File: config.mk
export PLATFORM = sky130hd
export DESIGN_NAME = sync_fifo_thr
export DESIGN_NICKNAME = d
export VERILOG_FILES = /design/src/rtl/sync_fifo_thr.sv
export SDC_FILE = /design/constraint.sdc
export NUM_CORES = 1
export LEC_CHECK = 0
export BUFFER_PORTS_ARGS = -buffer_cell sky130_fd_sc_hd__buf_2
export CAP_MARGIN = 0
export CORE_MARGIN = 3
export CORE_UTILIZATION = 35
export DETAILED_ROUTE_END_ITERATION = 10
export PLACE_DENSITY = 0.53
export SYNTH_ARGS = -nofsm -noshare
export SYNTH_HDL_FRONTEND = slang
export SYNTH_SLANG_ARGS = --single-unit
export TNS_END_PERCENT = 50
File: constraint.sdc
create_clock -name clk -period 6.64 [get_ports clk]
set_input_delay 0.664 -clock clk [delete_from_list [all_inputs] [get_ports clk]]
set_output_delay 0.664 -clock clk [all_outputs]
set_load 0.02 [all_outputs]
File: src/rtl/sync_fifo_thr.sv
// Single-clock FIFO with programmable almost-full/almost-empty thresholds, occupancy count
// and registered read data. Define SYNC_FIFO_THR_ERR_EN to add sticky overflow/underflow flags.
module sync_fifo_thr #(
    parameter int WIDTH      = 16,
    parameter int ADDR_WIDTH = 4,
    parameter int AF_THRESH  = 12,
    parameter int AE_THRESH  = 2
) (
    input  logic                  clk,
    input  logic                  rst_n,
    input  logic                  wr_en,
    input  logic [WIDTH-1:0]      wr_data,
    input  logic                  rd_en,
    output logic [WIDTH-1:0]      rd_data,
    output logic                  rd_valid,
    output logic                  full,
    output logic                  empty,
    output logic                  almost_full,
    output logic                  almost_empty,
    output logic [ADDR_WIDTH:0]   count
`ifdef SYNC_FIFO_THR_ERR_EN
    ,
    input  logic                  err_clr,
    output logic                  overflow,
    output logic                  underflow
`endif
);

    localparam int DEPTH = 2 ** ADDR_WIDTH;
    localparam int CW    = ADDR_WIDTH + 1;

    logic [WIDTH-1:0]      mem [DEPTH];
    logic [ADDR_WIDTH-1:0] wr_ptr;
    logic [ADDR_WIDTH-1:0] rd_ptr;
    logic                  rd_acc;
    logic                  wr_acc;

    // A full FIFO can still take a write when a read frees a slot in the same cycle.
    assign rd_acc = rd_en & ~empty;
    assign wr_acc = wr_en & (~full | rd_acc);

    // Status flags decode only from the count register, never from the request inputs.
    assign full         = (count == CW'(DEPTH));
    assign empty        = (count == '0);
    assign almost_full  = (count >= CW'(AF_THRESH));
    assign almost_empty = (count <= CW'(AE_THRESH));

    // NOTE: storage has no reset; pointers and count alone define which entries are live.
    always_ff @(posedge clk) begin
        if (wr_acc) begin
            mem[wr_ptr] <= wr_data;
        end
    end

    always_ff @(posedge clk or negedge rst_n) begin
        if (!rst_n) begin
            wr_ptr   <= '0;
            rd_ptr   <= '0;
            count    <= '0;
            rd_data  <= '0;
            rd_valid <= 1'b0;
        end else begin
            rd_valid <= rd_acc;
            if (wr_acc) begin
                wr_ptr <= wr_ptr + 1'b1;
            end
            if (rd_acc) begin
                rd_ptr  <= rd_ptr + 1'b1;
                rd_data <= mem[rd_ptr];
            end
            if (wr_acc && !rd_acc) begin
                count <= count + 1'b1;
            end else if (rd_acc && !wr_acc) begin
                count <= count - 1'b1;
            end
        end
    end

`ifdef SYNC_FIFO_THR_ERR_EN
    // A new rejection in the same cycle as err_clr wins, so no event is lost.
    always_ff @(posedge clk or negedge rst_n) begin
        if (!rst_n) begin
            overflow  <= 1'b0;
            underflow <= 1'b0;
        end else begin
            if (wr_en && !wr_acc) begin
                overflow <= 1'b1;
            end else if (err_clr) begin
                overflow <= 1'b0;
            end
            if (rd_en && !rd_acc) begin
                underflow <= 1'b1;
            end else if (err_clr) begin
                underflow <= 1'b0;
            end
        end
    end
`endif

endmodule
Yosys cells after proc, flatten, opt, wreduce, memory -nomap -nowiden
Memories as Yosys holds them, arrays and structs flattened. A register that Yosys moved wholly into a read port is not among the register bits.
Index checks and enable logic that the tools add are counted.

cells by class
  $mul = 0
  reductions and logical operators = 7
  equality and inequality tests = 1
  shifts and indexed selects = 0
  order comparisons = 2
  div/mod/pow operators = 0
  add/sub/neg operators = 4
  muxes and demuxes = 4
  bitwise logic cells = 5

operators with widths
  cell                   count
  $mux W5                2
  $add A4 B1 Y4 const B  2
  $add A5 B1 Y5 const B  1
  $eq A5 B5 Y1 const B   1
  $ge A5 B4 Y1 const B   1
  $le A5 B2 Y1 const B   1
  $logic_not A5 Y1       1
  $sub A5 B1 Y5 const B  1
  $logic_not A1 Y1       3
  $and A1 B1 Y1          2
  $logic_and A1 B1 Y1    2
  $mux W1                2
  $not A1 Y1             2
  $reduce_bool A2 Y1     1
  $or A1 B1 Y1           1

word-level totals
  register bits after elaboration = 14
  latch bits = 0
  RAM bits = 256
  output and inout bits = 26
  memory bits (read-only) = 0
  memories kept = 1

memories
  name  depth  bits a word  read ports  clocked after memory_dff  write ports  RTL line  source
  mem   16     16           1           1                         1            32        logic [WIDTH-1:0] mem [DEPTH];

Longest topological paths before layout
Gate-level depths: netlist (run 1).

  depth after elaboration = 9
  depth in mapped cells = 10

Least setup slack after synthesis (run 1)
OpenSTA, ideal clock, no wires.

  kind = register to register
  start = reg count[1]
  end = reg count[4]
  required time = 6.505 ns
  stages on the path, launching flop included = 11
  setup time = 0.135 ns
  data arrival time = 2.853 ns
  path slack = 3.652 ns
  buffers on the path = 1
  cells stage by stage = dfrtp_1 or4_4 o21ai_4 buf_2 ha_1 inv_1 fa_1 a21o_1 a21oi_1 mux2i_1 xnor2_1

between the ends
  word-level cells in the longest chain between the ends = 8
  elaborated cells between the ends (all ways) = 16
  those cells by class = add/sub (2); eq/ne (1); mux (2); bitwise (5); reduce/logical (6)

ends and longest elaborated chain
  what                                 RTL line  source
  start: declaration                   20        output logic [ADDR_WIDTH:0] count
  start signal: assignment             72        count <= count + 1'b1;
  start signal: assignment             74        count <= count - 1'b1;
  $logic_not A5 Y1                     44        assign empty = (count == '0);
  $not A1 Y1                           39        assign rd_acc = rd_en & ~empty;
  $and A1 B1 Y1                        39
  $or A1 B1 Y1                         40        assign wr_acc = wr_en & (~full | rd_acc);
  $and A1 B1 Y1                        40
  $logic_not A1 Y1                     73        end else if (rd_acc && !wr_acc) begin
  $logic_and A1 B1 Y1                  73
  $reduce_bool A2 Y1 (no source line)  --

Parallel ways exist; a longest one is shown, timed or not. The select of a mux whose other input is x is not followed.
A chain may end at the register's enable or synchronous reset.

Final worst setup path (run 1)
Ends and elaborated chain as after synthesis.

==> impl_results.md, run 1 <==
- EDFF count, synth: 256
- IO Pins: 46
- Critical path endpoint category: register
- Final setup TNS: 0 ns
- Rel. slew slack: 19.9%
- Gr usage total: 14.2%
- Core area: 30900 µm²
- Sequential fraction of the synthesis area: 76.0%
- Finished Cell Area: 12700 µm²
- Final Util: 41.1%
- Status: complete, no violations
- Clk buf depth: 3
- Total gr overflow: 0
- First-pass GRT wire length: 35700 µm
- Layout cells sized above 1: 29.0%
- TritonCTS clock tree: yes
- DR iter-0 viols: 325
- TritonCTS Buffers: 29
- Post-CTS Hold Fix Bufs: 0
- Critical path class: reg -> reg
- Most common flop cell mapped by yosys: edfxtp_1
- Clock power frac: 30.0%
- Net Sw Power: 1.66 mW
- Synth Warn #: 0
- Fin. max-slew vios: 0
- Top-area cell type share of the netlist area: 69.2%
- Pwr Density: 436 nW/µm²
- CTS H-tree depth: 1
- Die W: 184 µm
- Worst slew pin tran: 1.20 ns
- Syn_area_per_cell: 21.4 µm²
- Port Buf Inserts: 45
- Cell Int Power: 3.88 mW
- Final hold vios: 0
- Clk_lat worst skew: 0.54 ns
- P_leak: 4.29 nW
- Layout Cells excl Fill: 993
- Syn nets: 548
- Most numerous cell in the Yosys netlist: edfxtp_1
- Placed Cells incl. Taps: 939
- Vias in the first global route: 5500
- Cell area after synthesis: 11100 µm²
- Post-CTS sizing: 0
- Distinct cells, synth: 32
- Startpoint Class: register
- Worst path arrival time: 4.01 ns
- Via Count: 5144
- Worst-path clk slew: 0.06 ns
- Post-layout net count: 604
- Max FO, Critical Path: 36
- Sw Ratio: 29.9%
- Maxcap violations: 0
- Register bit count reported by yosys: 286
- Final min period: 3.55 ns
- Synth area leader: edfxtp_1
- DRC violations left: 0
- Worst Skew: 0.0140 ns
- Top cells by count, synth: edfxtp_1, mux4_2, dfrtp_1
- IR drop worst, VDD: 0.000298 V
- # rows: 64
- Sequential share of power: 44.6%
- Dpl hpwl: 13500 µm
- Area delta synth->final: 14.5%
- Setup violators final: 0
- Die ar.: 33900 µm²
- Die H: 184 µm
- FILL cells: 2728
- Hold crit path type: in -> async
- Wire per inst: 24.0 µm
- Total routed wirelength: 23800 µm
- Routability cong.: 0.703
- Hold slack: 0.190 ns
- DP Area: 11700 µm²
- Max Clk Rate: 281 MHz
- Initial core utilization: 35.9%
- Drt first pass iters: 4
- Post-Synthesis Cells: 518
- Root buf cell: clkbuf_16
- Comb pwr share: 25.4%
- Antenna diodes: 0
- Period utilisation layout: 53.5%
- Vias per cell: 5.18
- Worst EP required: 7.10 ns
- Post-CTS Setup Inserts: 0
- Post-synth ARST share: 10.5%
- Largest cells by area after synthesis: edfxtp_1, mux4_2, dfrtp_1
- CTS Sinks: 286
- DRT antenna net count: 0
- Antenna violations before repair: 0
- Largest net degree at the start of global routing: 49
- RSZ-0062 raised after global routing: no
==> state kept, by name, indices dropped and copies added (netlist names) <==
| signal | flops |
|---|---|
| rd_valid | 1 |
| count | 5 |
| rd_ptr | 4 |
| mem | 256 |
| rd_data | 16 |
| wr_ptr | 4 |
==> worst paths after layout <==
| kind | start | to | slack (ns) | cells after the start |
|---|---|---|---|---|
| worst min-delay path | rst_n | rd_data[5]$_DFFE_PN0P_ | 0.19 | 1 |
| worst max register to register | count[1]$_DFFE_PN0P_ | count[4]$_DFFE_PN0P_ | 3.09 | 9 |
| worst max-delay path | count[1]$_DFFE_PN0P_ | count[4]$_DFFE_PN0P_ | 3.09 | 9 |
| worst min register to register | rd_data[14]$_DFFE_PN0P_ | rd_data[14]$_DFFE_PN0P_ | 0.48 | 1 |
| max in group asynchronous | rst_n | rd_ptr[2]$_DFFE_PN0P_ | 5.90 | 1 |
| min in group clk | rd_data[14]$_DFFE_PN0P_ | rd_data[14]$_DFFE_PN0P_ | 0.48 | 1 |
==> cells in the final DEF, fill, tap and decap left out, types with 2 or more instances in the layout <==
| master | count |
|---|---|
| clkbuf_16 | 31 |
| a21o_1 | 18 |
| inv_2 | 2 |
| a21oi_1 | 2 |
| clkinv_1 | 4 |
| clkinv_2 | 8 |
| buf_2 | 45 |
| and2_1 | 16 |
| mux2i_1 | 17 |
| edfxtp_1 | 256 |
| bufinv_16 | 3 |
| mux4_2 | 64 |
| clkbuf_1 | 3 |
| nor2_1 | 4 |
| dfrtp_1 | 28 |
| nand4_1 | 2 |
| o21ai_0 | 3 |
| o22ai_1 | 16 |
| xnor2_1 | 9 |
| ha_1 | 9 |
| a211oi_1 | 16 |
| nor3b_1 | 2 |
| inv_1 | 4 |
| nand2_1 | 10 |
| buf_4 | 7 |
| clkbuf_8 | 3 |
==> per-stage QoR <==
step                      power (mW)  setup WS (ns)
after floorplan                 3.50           3.65
after detailed placement        3.96           3.04
after global routing            5.82           2.81
final                           5.54           3.09
after global placement          3.92           3.15
after CTS                       5.63           3.02
==> cell families (layout without fill, tap and decap cells) <==
family                     Yosys count  in the layout  share of synthesized area, %
adders and majority gates           10             10                          1.19
and+or+nand+nor                     39             39                          1.98
xor gates and xnor gates            10             10                         0.789
AOI/OAI and AO/OA                   58             58                          3.84
buffers and inverters               33            112                          1.60
DFF                                286            286                          76.0
muxes                               82             82                          14.6
==> area by class of cell <==
cell class              instances  area (µm²)  share of cell area (%)
flip-flops and latches        286        8440                    66.4
multi-input cells             199        2490                    19.6
clock buffers                  37         828                    6.51
well taps                     396         495                    3.90
repair buffers                 52         278                    2.18
clock inverters                17         160                    1.26
inverters                       6        22.5                   0.177
==> critical path, cell delays in order (launching register included) <==
cell and delay (ns):
dfrtp_1 0.45, or4_4 0.62, o21ai_4 0.81, ha_1 0.30, inv_1 0.11, fa_1 0.43
a21o_1 0.21, a21oi_1 0.18, mux2i_1 0.23, xnor2_1 0.13
==> power by group through the flow <==
stage	combinational (mW)	clock, mW	sequential, mW
3_5_place_dp	1.44	0	2.52
6_report	1.41	1.66	2.47
4_1_cts	1.45	1.70	2.48
2_1_floorplan	1.08	0	2.42
3_3_place_gp	1.42	0	2.50
5_1_grt	1.53	1.78	2.51
==> layer usage <==
| metal | vias to the layer above | GRT usage (%) | wire, µm |
|---|---|---|---|
| met4 | 0 | 2.51 | 425 |
| met5 | - | 0 | 0 |
| met1 | 2741 | 19.8 | 10600 |
| met3 | 29 | 2.37 | 1100 |
| li1 | 2252 | - | - |
| met2 | 122 | 23.9 | 11700 |
(Power assumes the default switching activity.)
==> run 2, diff against run 1 <==
--- a/config.mk
+++ b/config.mk
@@ -5,12 +5,13 @@
 export SDC_FILE = /design/constraint.sdc
 export NUM_CORES = 1
 export LEC_CHECK = 0
+export ABC_AREA = 1
 export BUFFER_PORTS_ARGS = -buffer_cell sky130_fd_sc_hd__buf_2
 export CAP_MARGIN = 0
 export CORE_MARGIN = 3
 export CORE_UTILIZATION = 35
 export DETAILED_ROUTE_END_ITERATION = 10
-export PLACE_DENSITY = 0.53
+export PLACE_DENSITY = 0.55
 export SYNTH_ARGS = -nofsm -noshare
 export SYNTH_HDL_FRONTEND = slang
 export SYNTH_SLANG_ARGS = --single-unit
==> constraint.sdc (replaced) <==
create_clock -name clk -period 2.9 [get_ports clk]
set_input_delay 0.29 -clock clk [delete_from_list [all_inputs] [get_ports clk]]
set_output_delay 0.29 -clock clk [all_outputs]
set_load 0.02 [all_outputs]
==> run 2 against run 1 <==
Compared with the run above:
- global-route usage up 2.2 points
- largest power group unchanged
- total power increased to 2.5 times the previous value
- combinational power grew to 3.4 times the previous value
- clock power increased by 130%
- critical endpoint unchanged
- largest cell class unchanged
- clock skew increased by 0.0089 ns
- synthesized cell count is 130% higher
==> impl_results.md, run 2 <==
- # rows: 68 (was 64)
- Post-CTS sizing: 0 (unchanged)
- Most common flop cell mapped by yosys: edfxtp_1 (unchanged)
- Die W: 194 µm (was 184 µm)
- Layout Cells excl Fill: 1744 (was 993)
- Post-layout net count: 1295 (was 604)
- Most frequent CP cell: nand2_1
- Root buf cell: clkbuf_16 (unchanged)
- Placed Cells incl. Taps: 1687 (was 939)
- Vias in the first global route: 7935 (was 5500)
- Antenna diodes: 0 (unchanged)
- CTS Sinks: 286 (unchanged)
- Sequential fraction of the synthesis area: 68.1% (was 76.0%)
- Most numerous cell in the Yosys netlist: nand2_1 (was edfxtp_1)
- FF-to-FF setup slack: 0.52 ns (was 3.09 ns)
- Largest register FFs: 256 (unchanged)
- Max Clk Rate: 419 MHz (was 281 MHz)
- Initial core utilization: 35.7% (was 35.9%)
- Period utilisation layout: 82.2% (was 53.5%)
- IO Pins: 46 (unchanged)
- Setup violators final: 0 (unchanged)
- Biggest regs: mem: 256 flops, rd_data: 16 flops, count: 5 flops (unchanged)
- FILL cells: 3356 (was 2728)
- CTS H-tree depth: 1 (unchanged)
- Pwr Density: 979 nW/µm² (was 436 nW/µm²)
- Port Buf Inserts: 45 (unchanged)
- Post-CTS Setup Inserts: 0 (unchanged)
- Startpoint Class: register (unchanged)
- DRT antenna net count: 0 (unchanged)
- Register bit count reported by yosys: 286 (unchanged)
- Synth Warn #: 0 (unchanged)
- Gr usage total: 16.4% (was 14.2%)
- Wire per inst: 17.8 µm (was 24.0 µm)
- Clk buf depth: 3 (unchanged)
- Final Util: 41.0% (was 41.1%)
- Vias per cell: 4.73 (was 5.18)
- Syn nets: 1243 (was 548)
- Core area: 34700 µm² (was 30900 µm²)
- Hold crit path type: in -> reg (was in -> async)
- Largest cells by area after synthesis: edfxtp_1, nand2_1, nand3_1 (was edfxtp_1, mux4_2, dfrtp_1)
- DR iter-0 viols: 744 (was 325)
- Worst slew pin tran: 0.797 ns (was 1.20 ns)
- Most flop-heavy register: mem (unchanged)
- Die ar.: 37700 µm² (was 33900 µm²)
- Tot Pwr: 13.9 mW (was 5.54 mW)
- Distinct cells, synth: 23 (was 32)
- Most frequent cells in the layout: nand2_1, edfxtp_1, inv_1 (was edfxtp_1, mux4_2, buf_2)
- Critical path class: reg -> reg (unchanged)
- TritonCTS Buffers: 30 (was 29)
- Top cells by count, synth: nand2_1, edfxtp_1, inv_1 (was edfxtp_1, mux4_2, dfrtp_1)
- Worst EP required: 3.39 ns (was 7.10 ns)
- Dpl hpwl: 18300 µm (was 13500 µm)
- Slack of the critical path: 0.516 ns (was 3.09 ns)
- Total gr overflow: 0 (unchanged)
- Fin. max-slew vios: 0 (unchanged)
- Routability cong.: 0.822 (was 0.703)
- Placement Setup Slack: 0.531 ns (was 3.04 ns)
- Max FO, Critical Path: 10 (was 36)
- Finished Cell Area: 14200 µm² (was 12700 µm²)
- Final setup TNS: 0 ns (unchanged)
- Total routed wirelength: 31100 µm (was 23800 µm)
- Layout cells sized above 1: 10.7% (was 29.0%)
- Final hold vios: 0 (unchanged)
- IR drop worst, VDD: 0.000535 V (was 0.000298 V)
- Status: complete, no violations (unchanged)
- Critical path endpoint category: register (unchanged)
- CP max stage cell: dfrtp_1 (was o21ai_4)
- Commonest non-fill, non-tap cell in the layout: nand2_1 (was edfxtp_1)
- Hold slack: 0.0726 ns (was 0.190 ns)
- Syn_area_per_cell: 10.2 µm² (was 21.4 µm²)
- Critical Path, Cell by Cell: inv_1 > nand3_1 > nor2_1 > nand2_1 > nand2_1 > inv_2 > ha_1 > inv_1 > fa_1 > a21oi_1 > nor2_1 > nor2_1 > xor2_1 > nand2_1 > nand2_1 (was or4_4 > o21ai_4 > ha_1 > inv_1 > fa_1 > a21o_1 > a21oi_1 > mux2i_1 > xnor2_1)
- Area delta synth->final: 14.9% (was 14.5%)
- Worst-path clk slew: 0.06 ns (about the same)
- Top-area cell type share of the netlist area: 62.1% (was 69.2%)
- DRC violations left: 0 (unchanged)
- Cell area after synthesis: 12400 µm² (was 11100 µm²)
- Drt first pass iters: 5 (was 4)
- Clk_lat worst skew: 0.56 ns (was 0.54 ns)
- DP Area: 13300 µm² (was 11700 µm²)
- Via Count: 8241 (was 5144)
- Post-synth ARST share: 10.5% (unchanged)
- EDFF count, synth: 256 (unchanged)
- Worst path arrival time: 2.87 ns (was 4.01 ns)
- Rel. slew slack: 46.6% (was 19.9%)
- Worst Skew: 0.0229 ns (was 0.0140 ns)
- Largest net degree at the start of global routing: 67 (was 49)
- Final min period: 2.38 ns (was 3.55 ns)
- Die H: 194 µm (was 184 µm)
- Synth area leader: edfxtp_1 (unchanged)
- Max stage delay on crit path: 0.49 ns (was 0.81 ns)
- Maxcap violations: 0 (unchanged)
- Antenna violations before repair: 0 (unchanged)
- Post-Synthesis Cells: 1213 (was 518)
- P_leak: 6.21 nW (was 4.29 nW)
- TritonCTS clock tree: yes (unchanged)
- RSZ-0062 raised after global routing: no (unchanged)
- First-pass GRT wire length: 48100 µm (was 35700 µm)
[run 2: cell types whose count changed in the layout (fill, tap and decap cells not counted), sizes merged, moves of 16 or more]
cell    before  now
inv          8  211
and2        16    0
buf         52   74
nand2       10  410
mux4        64    0
o22ai       16    0
nor2         4   22
a211oi      16    0
mux2i       17    0
a21o        18    0
nand3        0  196
[run 2: final timing paths]
kind / startpoint / to / cells past startpoint
worst max-delay path: count[0]$_DFFE_PN0P_ / count[4]$_DFFE_PN0P_ / 15
worst min-delay path: wr_en / wr_ptr[0]$_DFFE_PN0P_ / 3
worst max register to register: count[0]$_DFFE_PN0P_ / count[4]$_DFFE_PN0P_ / 15
worst min register to register: rd_data[0]$_DFFE_PN0P_ / rd_data[0]$_DFFE_PN0P_ / 2
max in group asynchronous: rst_n / rd_ptr[0]$_DFFE_PN0P_ / 2
min in group asynchronous: rst_n / rd_data[3]$_DFFE_PN0P_ / 2
[run 2: cells by family after synthesis]
group,after synthesis,synth area share (%)
buffers and inverters,267,8.58
xor gates and xnor gates,8,0.566
and+or+nand+nor,629,21.1
adders and majority gates,10,1.07
AOI/OAI and AO/OA,13,0.586
DFF,286,68.1
[run 2: worst max-delay path: cells and delay by family, from the launching register on]
| kind | cells | cell delay [ns] |
|---|---|---|
| simple gates | 8 | 0.56 |
| xor+xnor | 1 | 0.16 |
| buf+inv | 3 | 0.36 |
| compound gates | 1 | 0.16 |
| flops | 1 | 0.49 |
| fa+ha+maj | 2 | 0.60 |
[run 2: where the power goes]
group	switching, mW	internal (mW)
Combinational	3.47	1.40
Clock	1.56	2.19
Sequential	0.280	5.05
[run 2: repair_timing]
action | 4_1_cts | 5_1_grt
hold endpoints to repair | 30 | 0
endpoints found under the setup margin | 0 | 0
hold buffers | 1 | 0
[run 2: per-layer routing]
metal  up-vias  global-route usage, %  part of all wire (%)
li1       4001                      -                     -
met1      3945                   23.6                    46
met2       245                   26.4                    46
met3        50                   2.47                   6.1
met4         0                   3.56                   2.2
met5         -                      0                     0
[run 2: layout make-up]
| type | instances | area, µm² | area share (%) |
|---|---|---|---|
| clock buffers | 39 | 795 | 5.58 |
| clock inverters | 17 | 164 | 1.15 |
| inverters | 212 | 798 | 5.61 |
| multi-input cells | 660 | 2930 | 20.6 |
| flip-flops and latches | 286 | 8440 | 59.3 |
| well taps | 455 | 569 | 4.00 |
| repair buffers | 75 | 541 | 3.80 |
==> run 3, diff against run 2 <==
--- a/config.mk
+++ b/config.mk
@@ -5,13 +5,13 @@
 export SDC_FILE = /design/constraint.sdc
 export NUM_CORES = 1
 export LEC_CHECK = 0
-export ABC_AREA = 1
+export ABC_AREA = 0
 export BUFFER_PORTS_ARGS = -buffer_cell sky130_fd_sc_hd__buf_2
 export CAP_MARGIN = 0
 export CORE_MARGIN = 3
 export CORE_UTILIZATION = 35
 export DETAILED_ROUTE_END_ITERATION = 10
-export PLACE_DENSITY = 0.55
+export PLACE_DENSITY = 0.53
 export SYNTH_ARGS = -nofsm -noshare
 export SYNTH_HDL_FRONTEND = slang
 export SYNTH_SLANG_ARGS = --single-unit
==> constraint.sdc (replaced) <==
create_clock -name clk -period 2.45 [get_ports clk]
set_input_delay 0.245 -clock clk [delete_from_list [all_inputs] [get_ports clk]]
set_output_delay 0.245 -clock clk [all_outputs]
set_load 0.02 [all_outputs]
==> run 3 against run 2 <==
Compared with the run above:
- the flow now finishes with violations (setup timing)
- highest routed layer unchanged
- critical path depth decreased by 6
- largest cell class unchanged
- worst hold slack got worse by 0.0042 ns
- die area down 10%
- utilization increased by 1.4 points
- worst setup slack got worse by 0.54 ns
- register-to-register slack lost 0.54 ns
- final cell count is 41% lower
- combinational power shrank 3%
- via count down 35%
- total power rose by 10%
- largest power group unchanged
==> impl_results.md, run 3 (synthesized netlist as in run 1, its figures left out) <==
- Status: finished with violations (was complete, no violations)
- Failing checks: setup timing
- Worst EP required: 2.92 ns (was 3.39 ns)
- Critical path class: reg -> reg (unchanged)
- Post-layout net count: 641 (was 1295)
- Biggest regs: mem: 256 flops, rd_data: 16 flops, count: 5 flops (unchanged)
- Most frequent cells in the layout: edfxtp_1, mux4_2, buf_2 (was nand2_1, edfxtp_1, inv_1)
- Worst path arrival time: 2.94 ns (was 2.87 ns)
- Setup violators final: 1 (was 0)
- P_leak: 4.46 nW (was 6.21 nW)
- Wire per inst: 24.0 µm (was 17.8 µm)
- Final hold vios: 0 (unchanged)
- # rows: 64 (was 68)
- Fin. max-slew vios: 0 (unchanged)
- Total gr overflow: 0 (unchanged)
- DRC violations left: 0 (unchanged)
- Clk_lat worst skew: 0.55 ns (was 0.56 ns)
- Final Util: 42.4% (was 41.0%)
- DR iter-0 viols: 369 (was 744)
- Worst-path clk slew: 0.06 ns (about the same)
- Max FO, Critical Path: 4 (was 10)
- Port Buf Inserts: 45 (unchanged)
- Maxcap violations: 0 (unchanged)
- Routability cong.: 0.762 (was 0.822)
- Die W: 184 µm (was 194 µm)
- Initial core utilization: 35.9% (was 35.7%)
- TritonCTS clock tree: yes (unchanged)
- Slack of the critical path: -0.0216 ns (was 0.516 ns)
- Clk buf depth: 3 (unchanged)
- Max Clk Rate: 405 MHz (was 419 MHz)
- Via Count: 5345 (was 8241)
- TritonCTS Buffers: 29 (was 30)
- CTS H-tree depth: 1 (unchanged)
- Drt first pass iters: 4 (was 5)
- Rel. slew slack: 42.0% (was 46.6%)
- Final min period: 2.47 ns (was 2.38 ns)
- DRT antenna net count: 0 (unchanged)
- Vias in the first global route: 5781 (was 7935)
- Die ar.: 33900 µm² (was 37700 µm²)
- Critical path endpoint category: register (unchanged)
- Dpl hpwl: 14900 µm (was 18300 µm)
- RSZ-0062 raised after global routing: yes (was no)
- Core area: 30900 µm² (was 34700 µm²)
- Hold crit path type: in -> reg (unchanged)
- First-pass GRT wire length: 37100 µm (was 48100 µm)
- Worst Skew: 0.00693 ns (was 0.0229 ns)
- FF-to-FF setup slack: -0.02 ns (was 0.52 ns)
- Period utilisation layout: 101% (was 82.2%)
- Root buf cell: clkbuf_16 (unchanged)
- Largest register FFs: 256 (unchanged)
- Startpoint Class: register (unchanged)
- Commonest non-fill, non-tap cell in the layout: edfxtp_1 (was nand2_1)
- Antenna diodes: 0 (unchanged)
- Layout cells sized above 1: 33.6% (was 10.7%)
- Area delta synth->final: 18.0% (was 14.9%)
- Die H: 184 µm (was 194 µm)
- Most flop-heavy register: mem (unchanged)
- Gr usage total: 14.8% (was 16.4%)
- CTS Sinks: 286 (unchanged)
- Largest net degree at the start of global routing: 36 (was 67)
- Total routed wirelength: 24700 µm (was 31100 µm)
- Final setup TNS: -0.0216 ns (was 0 ns)
- IO Pins: 46 (unchanged)
- Tot Pwr: 15.4 mW (was 13.9 mW)
- Worst slew pin tran: 0.870 ns (was 0.797 ns)
- Pwr Density: 1170 nW/µm² (was 979 nW/µm²)
- IR drop worst, VDD: 0.000704 V (was 0.000535 V)
- Antenna violations before repair: 0 (unchanged)
- Vias per cell: 5.19 (was 4.73)
[run 3: cell count changes in the layout (fill, tap and decap cells not counted), sizes merged, moves of 6 or more]
| cell | before | now |
|---|---|---|
| a21o | 0 | 18 |
| buf | 74 | 87 |
| nor2 | 22 | 4 |
| and2 | 0 | 16 |
| nand3 | 196 | 0 |
| nand2 | 410 | 10 |
| mux2i | 0 | 17 |
| o22ai | 0 | 16 |
| inv | 211 | 7 |
| xnor2 | 1 | 9 |
| xor2 | 7 | 1 |
| a211oi | 0 | 16 |
| mux4 | 0 | 64 |
[run 3: final cells by class]
type	instances	area (µm²)
Fill cell	2746	17800
Sequential cell	286	8450
Multi-Input combinational cell	199	2540
Clock buffer	38	769
Timing Repair Buffer	89	667
Tap cell	396	495
Clock inverter	16	165
Inverter	6	25.0
[run 3: worst max-delay path, cell delays in order (launching register included)]
cell	delay (ns)
dfrtp_2	0.40
or4_4	0.56
o21ai_4	0.18
ha_4	0.17
inv_4	0.05
fa_2	0.35
a21o_1	0.19
a21oi_2	0.14
mux2i_1	0.23
xnor2_1	0.13
[run 3: power breakdown]
part,internal (mW),switching [mW],leakage (nW),total (mW)
combinational,2.21,2.52,1.34,4.72
sequential,6.01,0.344,2.67,6.36
clock,2.53,1.79,0.455,4.32
[run 3: worst paths after layout]
check / startpoint / to / depth (start not counted)
max in group asynchronous: rst_n / rd_ptr[2]$_DFFE_PN0P_ / 2
min reg2reg: rd_data[0]$_DFFE_PN0P_ / rd_data[0]$_DFFE_PN0P_ / 1
max reg2reg: count[1]$_DFFE_PN0P_ / count[4]$_DFFE_PN0P_ / 9
min in group asynchronous: rst_n / rd_data[14]$_DFFE_PN0P_ / 2
max: count[1]$_DFFE_PN0P_ / count[4]$_DFFE_PN0P_ / 9
min: wr_data[15] / mem[8][15]$_DFFE_PP_ / 1
[run 3: stage by stage]
stage	hold WS [ns]	area, µm²	worst slack, ns	cells
2_1_floorplan	-0.0506	11100	-0.309	518
3_3_place_gp	0.362	12100	-0.0471	972
3_5_place_dp	0.377	12100	-0.130	972
4_1_cts	0.0397	13100	-0.0618	1029
5_1_grt	0.0602	13100	-0.180	1030
6_report	0.0684	13100	-0.0216	1030
[run 3: per-layer routing]
layer	GRT usage, %	vias up	part of all wire (%)
li1	-	2326	-
met1	20.7	2843	44
met2	24.3	137	49
met3	2.80	39	5.0
met4	3.33	0	2.0
met5	0	-	0
[run 3: what timing repair did]
| item | 4_1_cts | 5_1_grt |
|---|---|---|
| pin swaps | 7 | 4 |
| gates cloned | 0 | 1 |
| endpoints found under the hold margin | 30 | 0 |
| buffers inserted | 2 | 1 |
| hold buffers | 1 | 0 |
| endpoints found under the setup margin | 2 | 81 |
| gates resized for setup | 6 | 6 |
